### src/rtl/instr_fetch_unit_pkg.sv
// rtl/instr_fetch_unit_pkg.sv - shared CPU constants for the fetch stage
// Opcodes, branch-select codes, instruction field positions and fetch FSM states.
package instr_fetch_unit_pkg;

  localparam logic [7:0] OP_LOADI = 8'd0;
  localparam logic [7:0] OP_LOAD  = 8'd1;
  localparam logic [7:0] OP_STORE = 8'd2;
  localparam logic [7:0] OP_ADD   = 8'd3;
  localparam logic [7:0] OP_SUB   = 8'd4;
  localparam logic [7:0] OP_AND   = 8'd5;
  localparam logic [7:0] OP_OR    = 8'd6;
  localparam logic [7:0] OP_XOR   = 8'd7;
  localparam logic [7:0] OP_SHL   = 8'd8;
  localparam logic [7:0] OP_MULT  = 8'd9;

  typedef enum logic [1:0] {
    BSEL_SEQ  = 2'b00,
    BSEL_JUMP = 2'b01,
    BSEL_BEQ  = 2'b10,
    BSEL_BNE  = 2'b11
  } bsel_e;

  localparam int OPC_LSB = 24;
  localparam int RD_LSB  = 16;
  localparam int RS1_LSB = 8;
  localparam int RS2_LSB = 0;
  localparam int FIELD_W = 8;

  typedef enum logic {
    FETCH = 1'b0,
    ISSUE = 1'b1
  } fetch_state_e;

endpackage

### src/rtl/instr_fetch_unit_if.sv
// rtl/instr_fetch_unit_if.sv - instruction memory req/ready fetch interface
// master is the fetch unit, slave is the instruction memory.
interface instr_fetch_unit_if #(
  parameter int PC_WIDTH = 32
);
  logic                req;
  logic [PC_WIDTH-1:0] addr;
  logic                ready;
  logic [31:0]         rdata;

  modport master (output req, addr, input ready, rdata);
  modport slave  (input req, addr, output ready, rdata);
endinterface

### src/rtl/instr_fetch_unit_next_pc.sv
// rtl/instr_fetch_unit_next_pc.sv - combinational next-PC selection
// Word offsets are shifted before adding, so an aligned pc stays aligned.
module next_pc_calc
  import instr_fetch_unit_pkg::*;
#(
  parameter int PC_WIDTH = 32
) (
  input  logic [PC_WIDTH-1:0] pc,
  input  logic [7:0]          offset,
  input  logic [1:0]          bselect,
  input  logic                alu_zero,
  output logic [PC_WIDTH-1:0] next_pc
);

  logic [PC_WIDTH-1:0] seq;
  logic [PC_WIDTH-1:0] tgt;
  logic [PC_WIDTH-1:0] off_ext;

  assign off_ext = {{(PC_WIDTH-10){offset[7]}}, offset, 2'b00};
  assign seq     = pc + PC_WIDTH'(4);
  assign tgt     = seq + off_ext;

  always_comb begin
    next_pc = seq;
    case (bselect)
      BSEL_JUMP: next_pc = tgt;
      BSEL_BEQ:  next_pc = alu_zero ? tgt : seq;
      BSEL_BNE:  next_pc = alu_zero ? seq : tgt;
      default:   next_pc = seq;
    endcase
  end

endmodule

### src/rtl/instr_fetch_unit.sv
// rtl/instr_fetch_unit.sv - program counter, instruction fetch and field split
// Holds one instruction in ISSUE until exec_done, then steps the PC and refetches.
module instr_fetch_unit
  import instr_fetch_unit_pkg::*;
#(
  parameter int                  PC_WIDTH = 32,
  parameter logic [PC_WIDTH-1:0] RESET_PC = '0
) (
  input  logic                 CLK,
  input  logic                 RESET_N,
  instr_fetch_unit_if.master   imem,
  output logic                 instr_valid,
  output logic [7:0]           opcode,
  output logic [7:0]           rd_or_offset,
  output logic [7:0]           rs1,
  output logic [7:0]           rs2_or_imm,
  input  logic [1:0]           bselect,
  input  logic                 alu_zero,
  input  logic                 exec_done,
  output logic [PC_WIDTH-1:0]  pc,
  output logic [31:0]          retired_count
);

  fetch_state_e        state;
  fetch_state_e        state_nxt;
  logic                capture;
  logic                retire;
  logic [PC_WIDTH-1:0] next_pc;

  // Gated by RESET_N so no request is seen while reset holds the FSM in FETCH.
  assign imem.req  = (state == FETCH) && RESET_N;
  assign imem.addr = pc;

  next_pc_calc #(.PC_WIDTH(PC_WIDTH)) u_next_pc (
    .pc       (pc),
    .offset   (rd_or_offset),
    .bselect  (bselect),
    .alu_zero (alu_zero),
    .next_pc  (next_pc)
  );

  always_comb begin
    state_nxt = state;
    capture   = 1'b0;
    retire    = 1'b0;
    case (state)
      FETCH: begin
        if (imem.ready) begin
          capture   = 1'b1;
          state_nxt = ISSUE;
        end
      end
      ISSUE: begin
        if (exec_done) begin
          retire    = 1'b1;
          state_nxt = FETCH;
        end
      end
      default: state_nxt = FETCH;
    endcase
  end

  always_ff @(posedge CLK or negedge RESET_N) begin
    if (!RESET_N) begin
      state         <= FETCH;
      pc            <= RESET_PC;
      retired_count <= '0;
      instr_valid   <= 1'b0;
      opcode        <= '0;
      rd_or_offset  <= '0;
      rs1           <= '0;
      rs2_or_imm    <= '0;
    end else begin
      state <= state_nxt;
      if (capture) begin
        opcode       <= imem.rdata[OPC_LSB +: FIELD_W];
        rd_or_offset <= imem.rdata[RD_LSB  +: FIELD_W];
        rs1          <= imem.rdata[RS1_LSB +: FIELD_W];
        rs2_or_imm   <= imem.rdata[RS2_LSB +: FIELD_W];
        instr_valid  <= 1'b1;
      end
      if (retire) begin
        pc            <= next_pc;
        retired_count <= retired_count + 32'd1;
        instr_valid   <= 1'b0;
      end
    end
  end

endmodule

### src/flat_wrapper.sv
// flat-port wrapper written by rule: the top's interface ports become plain ports
module instr_fetch_unit_flat import instr_fetch_unit_pkg::*;
#(
  parameter int                  PC_WIDTH = 32,
  parameter logic [PC_WIDTH-1:0] RESET_PC = '0
)
  (CLK, RESET_N, instr_valid, opcode, rd_or_offset, rs1, rs2_or_imm, bselect, alu_zero, exec_done, pc, retired_count, imem_req, imem_addr, imem_ready, imem_rdata);
  instr_fetch_unit_if #(.PC_WIDTH(PC_WIDTH)) imem_i ();
  input  logic CLK;
  input  logic RESET_N;
  output logic instr_valid;
  output logic [7:0] opcode;
  output logic [7:0] rd_or_offset;
  output logic [7:0] rs1;
  output logic [7:0] rs2_or_imm;
  input  logic [1:0] bselect;
  input  logic alu_zero;
  input  logic exec_done;
  output logic [PC_WIDTH-1:0] pc;
  output logic [31:0] retired_count;
  output wire logic [$bits(imem_i.req)-1:0] imem_req;
  output wire logic [$bits(imem_i.addr)-1:0] imem_addr;
  input wire logic [$bits(imem_i.ready)-1:0] imem_ready;
  input wire logic [$bits(imem_i.rdata)-1:0] imem_rdata;
  assign imem_req = imem_i.req;
  assign imem_addr = imem_i.addr;
  assign imem_i.ready = imem_ready;
  assign imem_i.rdata = imem_rdata;
  instr_fetch_unit #(.PC_WIDTH(PC_WIDTH), .RESET_PC(RESET_PC)) u_core (.CLK(CLK), .RESET_N(RESET_N), .imem(imem_i), .instr_valid(instr_valid), .opcode(opcode), .rd_or_offset(rd_or_offset), .rs1(rs1), .rs2_or_imm(rs2_or_imm), .bselect(bselect), .alu_zero(alu_zero), .exec_done(exec_done), .pc(pc), .retired_count(retired_count));
endmodule
### config.mk
export PLATFORM = sky130hd
export DESIGN_NAME = instr_fetch_unit_flat
export DESIGN_NICKNAME = d
export VERILOG_FILES = /design/src/rtl/instr_fetch_unit_pkg.sv /design/src/rtl/instr_fetch_unit_if.sv /design/src/rtl/instr_fetch_unit_next_pc.sv /design/src/rtl/instr_fetch_unit.sv /design/src/flat_wrapper.sv
export SDC_FILE = /design/constraint.sdc
export NUM_CORES = 1
export LEC_CHECK = 0
export BUFFER_PORTS_ARGS = -buffer_cell sky130_fd_sc_hd__buf_2
export CAP_MARGIN = 20
export CORE_MARGIN = 10
export CORE_UTILIZATION = 45
export DETAILED_ROUTE_END_ITERATION = 10
export GPL_ROUTABILITY_DRIVEN = 0
export HOLD_SLACK_MARGIN = 0.12
export PLACE_DENSITY = 0.74
export SKIP_LAST_GASP = 1
export SLEW_MARGIN = 20
export SYNTH_ARGS = -nofsm -noshare
export SYNTH_HDL_FRONTEND = slang
export SYNTH_SLANG_ARGS = --single-unit
### constraint.sdc
create_clock -name CLK -period 5.8 [get_ports CLK]
set_clock_uncertainty 0.15 [all_clocks]
set_input_delay 0.58 -clock CLK [delete_from_list [all_inputs] [get_ports CLK]]
set_output_delay 0.58 -clock CLK [all_outputs]
set_load 0.005 [all_outputs]
# --- Word level (Yosys, flattened, before mapping) ---
# Index checks and enable logic that the tools add are counted.
totals:
  word_cells: 28
  out_inout_bits: 130
  inputBits: 39
  register_bits: 98
classes:
  bitwise: 1
  muxes: 11
  n_reduce_logical: 2
  addsub: 3
  n_eq_ne: 3
op_table:
  columns: ["cell", "n"]
  rows:
  - ["$pmux W32 S3", 1]
  - ["$mux W32", 2]
  - ["$add A32 B1 Y32 const B", 1]
  - ["$add A32 B3 Y32 const B", 1]
  - ["$add A32 B32 Y32", 1]
  - ["$mux W1", 7]
  - ["$eq A2 B2 Y1 const B", 2]
  - ["$eq A2 B1 Y1 const B", 1]
  - ["$pmux W1 S2", 1]
  - ["$reduce_bool A2 Y1", 1]
  - ["$logic_and A1 B1 Y1", 1]
  - ["$not A1 Y1", 1]

# --- Depth between registers and ports, before layout ---
logic_depth:
  depth_word: 4
  ltp_mapped: 18
  depth_no_buf: 17

# --- Cells and area by module ---
# A second synthesis with hierarchy kept.
hier_totals:
  cells_unflattened: 670
  hier_area_um2: 6687.7
modules_own_cells:
  columns: ["module", "cells_each", "instances", "area_each_um2", "seq_area_each_um2"]
  rows:
  - ["instr_fetch_unit", 301, 1, 4145.2, 2452.4]
  - ["next_pc_calc", 369, 1, 2542.4, 0.0]

# --- Least setup slack after synthesis ---
# Ideal clock, no wire load.
synth_timing:
  path_kind: "register to register"
  start: "register u_core.pc[2] (netlist: u_core.imem.addr[2])"
  end: "register u_core.pc[30] (netlist: u_core.imem.addr[30])"
  path_buffers: 1
  t_arrival_ps: 3670
  path_stages_with_launch: 18
  path_slack_ps: 1844
  setup_ps: 136
  synth_period_minus_slack_ps: 3956
  required_ps: 5514
  path_cell_list: "dfrtp_1 -> ha_1 -> and3_1 -> buf_2 -> nand3_1 -> nor2_1 -> nand4_1 -> nor2_1 -> xor2_1 -> ha_1 -> nand4_1 -> o22ai_1 -> a211o_1 -> a221o_1 -> a31oi_2 -> o31ai_1 -> a2111oi_0 -> o31ai_1"
synth_via:
  elab_chain_len: 4
  word_cells_on_any_way: 5
  cone_classes: "2 x add/sub; 3 x mux"
synth_rtl:
  columns: ["element", "line_no", "text"]
  rows:
  - ["start, declared", "instr_fetch_unit.sv:20", "output logic [PC_WIDTH-1:0] pc,"]
  - ["start signal, assigned", "instr_fetch_unit.sv:83", "pc <= next_pc;"]
  - ["$add A32 B3 Y32 (*)", "instr_fetch_unit_next_pc.sv:20", "assign seq = pc + PC_WIDTH'(4);"]
  - ["$add A32 B32 Y32", "instr_fetch_unit_next_pc.sv:21", "assign tgt = seq + off_ext;"]
  - ["$mux W32, on equally long branches", "instr_fetch_unit_next_pc.sv:28, instr_fetch_unit_next_pc.sv:27", null]
  - ["$pmux W32 S3 (*)", "instr_fetch_unit_next_pc.sv:25", "case (bselect)"]
# Mark *: on every way between the ends. The rest lies on a longest branch, timed or not.
# A chain may end at the register's enable or synchronous reset.

# --- Worst setup path after layout ---
# Ends and elaborated chain as after synthesis.

==> reports/metrics.yaml <==
max_freq_mhz: 222
cts_sinks: 96
wirelength_mm: 17.7
total_power_mw: 3.70
worstSetupStartpointType: "flip-flop"
synth_cells: 712
cts_made_buffers: 9
yosys_warnings: 0
io_buffer_count: 164
cts_buffer_depth: 2
rr_worst_depth: 16
synth_top_area_share_pct: 36.5
use_met1_pct: 20.8
dpl.hpwl_mm: 13.4
start_util_pct: 45.6
reg2reg_to: "u_core.imem.addr[30]"
layoutNonFillerInstCount: 1031
htreeDepth: 3
power.density_mw_per_mm2: 482
pre_cts_ws_ns: 1.41
max-slew-margin-rel_pct: 37.4
layout_min_cycle_time_ns: 4.50
synth_area_leaders: "dfrtp_1 (37%), ha_1 (7.4%), xnor2_1 (7.3%), mux2_2 (5.3%), a21oi_1 (4.1%)"
drv_cap: 0
setup-tns-final_ns: 0
synth_cell_types: 66
synth-edff-count: 0
core_area_mm2: 0.0144
first_global_vias: 5708
synth-seq-cells: 96
end_kind: "flip-flop"
status: "finished, final reports clean"
fin_ws_ns: 1.30
hold_buffers: 1
rr_startpoint: "u_core.imem.addr[2]"
root_buffer: "clkbuf_16"
reg2reg_slack_ns: 1.30
post-place-cells: 1013
viasPerCell: 5.48
cts_tree: "built"
syn_avg_cell_area_um2: 9.24
worst_pin_slew_ns: 0.937
drt_iter0_markers: 429
p_leak_nw: 3.66
postLayoutCoreUtil_pct: 53.3
clkTransAtPathRegs_ns: 0.08
ios: 169
dieArea_mm2: 0.0199
drive_above_1_share_pct: 27.6
overflow: 0
cts_resized: 0
vias: 5650
nNetsFinal: 921
yosys-top-cells-count: "dfrtp_1 (96), nand2_1 (68), xnor2_1 (55)"
post_drt_wl_per_cell_um: 17.2
die_w_um: 141
synth_area_mm2: 0.00658
cp.required_ns: 5.87
die_y_um: 141
hold_end: "u_core.rd_or_offset[1]"
hp-start: "imem_rdata[17]"
antenna_found_initial: 0
post_cts_buffers: 0
cp_max_fo: 7
grt_max_degree: 57
ir_drop_uv: 240
grtUsageTotal_pct: 17.5
final_antenna_net_count: 0
grt_use_met3_pct: 7.29
area_delta_synth_final_pct: 16.9
grt_pass1_wl_mm: 28.8
min_path_type: "in -> reg"
fp-row-count: 44
ys.flop_type: "dfrtp_1"
rsz0062_at_grt: "no"
dr.pass1.iters: 4
period_share_pct: 77.5
gr-usage-met2_pct: 28.6
whs_path_depth: 3
hold_violations: 0
yosysMostFrequentCell: "dfrtp_1"
synth-async-reset-ratio_pct: 100
maxSlewViolCount: 0
worstPathArrival_ns: 4.57
placed_cell_area_mm2: 0.00737
n_antenna_cell: 0
hold_ws_ns: 0.289
design_area_mm2: 0.00769
crit_type: "reg -> reg"
busiest_layer: "met2"
finalSetupViolations: 0
seq_area_frac_synth_pct: 36.5
route.detailed.drc: 0
clock_latency_ns: 0.35
synth_top_cell_by_area: "dfrtp_1"
## power by group
part	internal, mW	leakage (nW)	total, mW	switching (mW)
logic	0.923	2.33	2.03	1.10
registers	0.833	1.19	1.10	0.263
clock network	0.299	0.137	0.582	0.283
## worst max-delay path, cell delays in order (launching register included)
cell	delay, ns
dfrtp_1	0.46
ha_1	0.22
and3_1	0.30
nand3_1	0.18
nor2_1	0.25
nand4_1	0.22
nor2_1	0.29
xor2_1	0.18
ha_1	0.31
nand4_1	0.14
o22ai_1	0.09
a211o_1	0.29
a221o_1	0.31
a31oi_2	0.31
o31ai_1	0.14
a2111oi_0	0.41
o31ai_1	0.13
## cell usage in the layout, fill, tap and decap left out, types with 8 or more instances in the layout
| master | instances |
|---|---|
| xnor2_1 | 54 |
| nand4_1 | 11 |
| nand2_1 | 68 |
| mux2_2 | 31 |
| a21o_1 | 8 |
| inv_1 | 17 |
| clkbuf_16 | 9 |
| nand3_1 | 33 |
| a21oi_1 | 54 |
| buf_2 | 163 |
| and2_1 | 8 |
| nor3_1 | 9 |
| nor2_1 | 47 |
| and3_1 | 18 |
| ha_1 | 39 |
| o21ai_0 | 42 |
| dfrtp_1 | 96 |
| xor2_1 | 24 |
## per-layer routing
layer	wire, µm	up-vias
met5	0	-
li1	-	2751
met2	8360	173
met4	180	0
met1	7500	2713
met3	1700	13
## final cells by class
cell class,instances,area (µm²)
Timing Repair Buffer,171,898
Inverter,17,63.8
Sequential cell,96,2400
Clock inverter,6,52.6
Clock buffer,10,229
Fill cell,1320,6740
Tap cell,184,230
Multi-Input combinational cell,547,3810
## flip-flops by register name, summed over array words and instances, names as in the netlist
signal,count
u_core.retired_count,32
u_core.rs2_or_imm,8
u_core.imem.addr,30
u_core.rd_or_offset,8
u_core.opcode,8
u_core.state,1
u_core.rs1,8
u_core.instr_valid,1
## cells by family (layout without fill, tap and decap cells)
logic type | after synthesis | after routing | share of synthesized area [%]
and+or+nand+nor | 229 | 229 | 18.1
adders and majority gates | 40 | 40 | 7.72
xor gates and xnor gates | 80 | 80 | 10.7
other | 1 | 4 | 0.0570
AOI/OAI and AO/OA | 161 | 161 | 15.1
buffers and inverters | 72 | 204 | 6.18
muxes | 33 | 33 | 5.61
DFF | 96 | 96 | 36.5
## worst max path at each step
| stage | start | end | slack [ns] | depth (start not counted) |
|---|---|---|---|---|
| after CTS | u_core.imem.addr[2] | u_core.imem.addr[30] | 1.35 | 16 |
| after detailed placement | u_core.imem.addr[2] | u_core.imem.addr[30] | 1.41 | 16 |
| after global placement | u_core.imem.addr[2] | u_core.imem.addr[30] | 1.57 | 16 |
| after floorplan | u_core.imem.addr[2] | u_core.imem.addr[30] | 1.84 | 17 |
| after global routing | u_core.imem.addr[2] | u_core.imem.addr[30] | 0.93 | 16 |
| final | u_core.imem.addr[2] | u_core.imem.addr[30] | 1.30 | 16 |
Note: power is estimated with default switching activity, not from simulation.
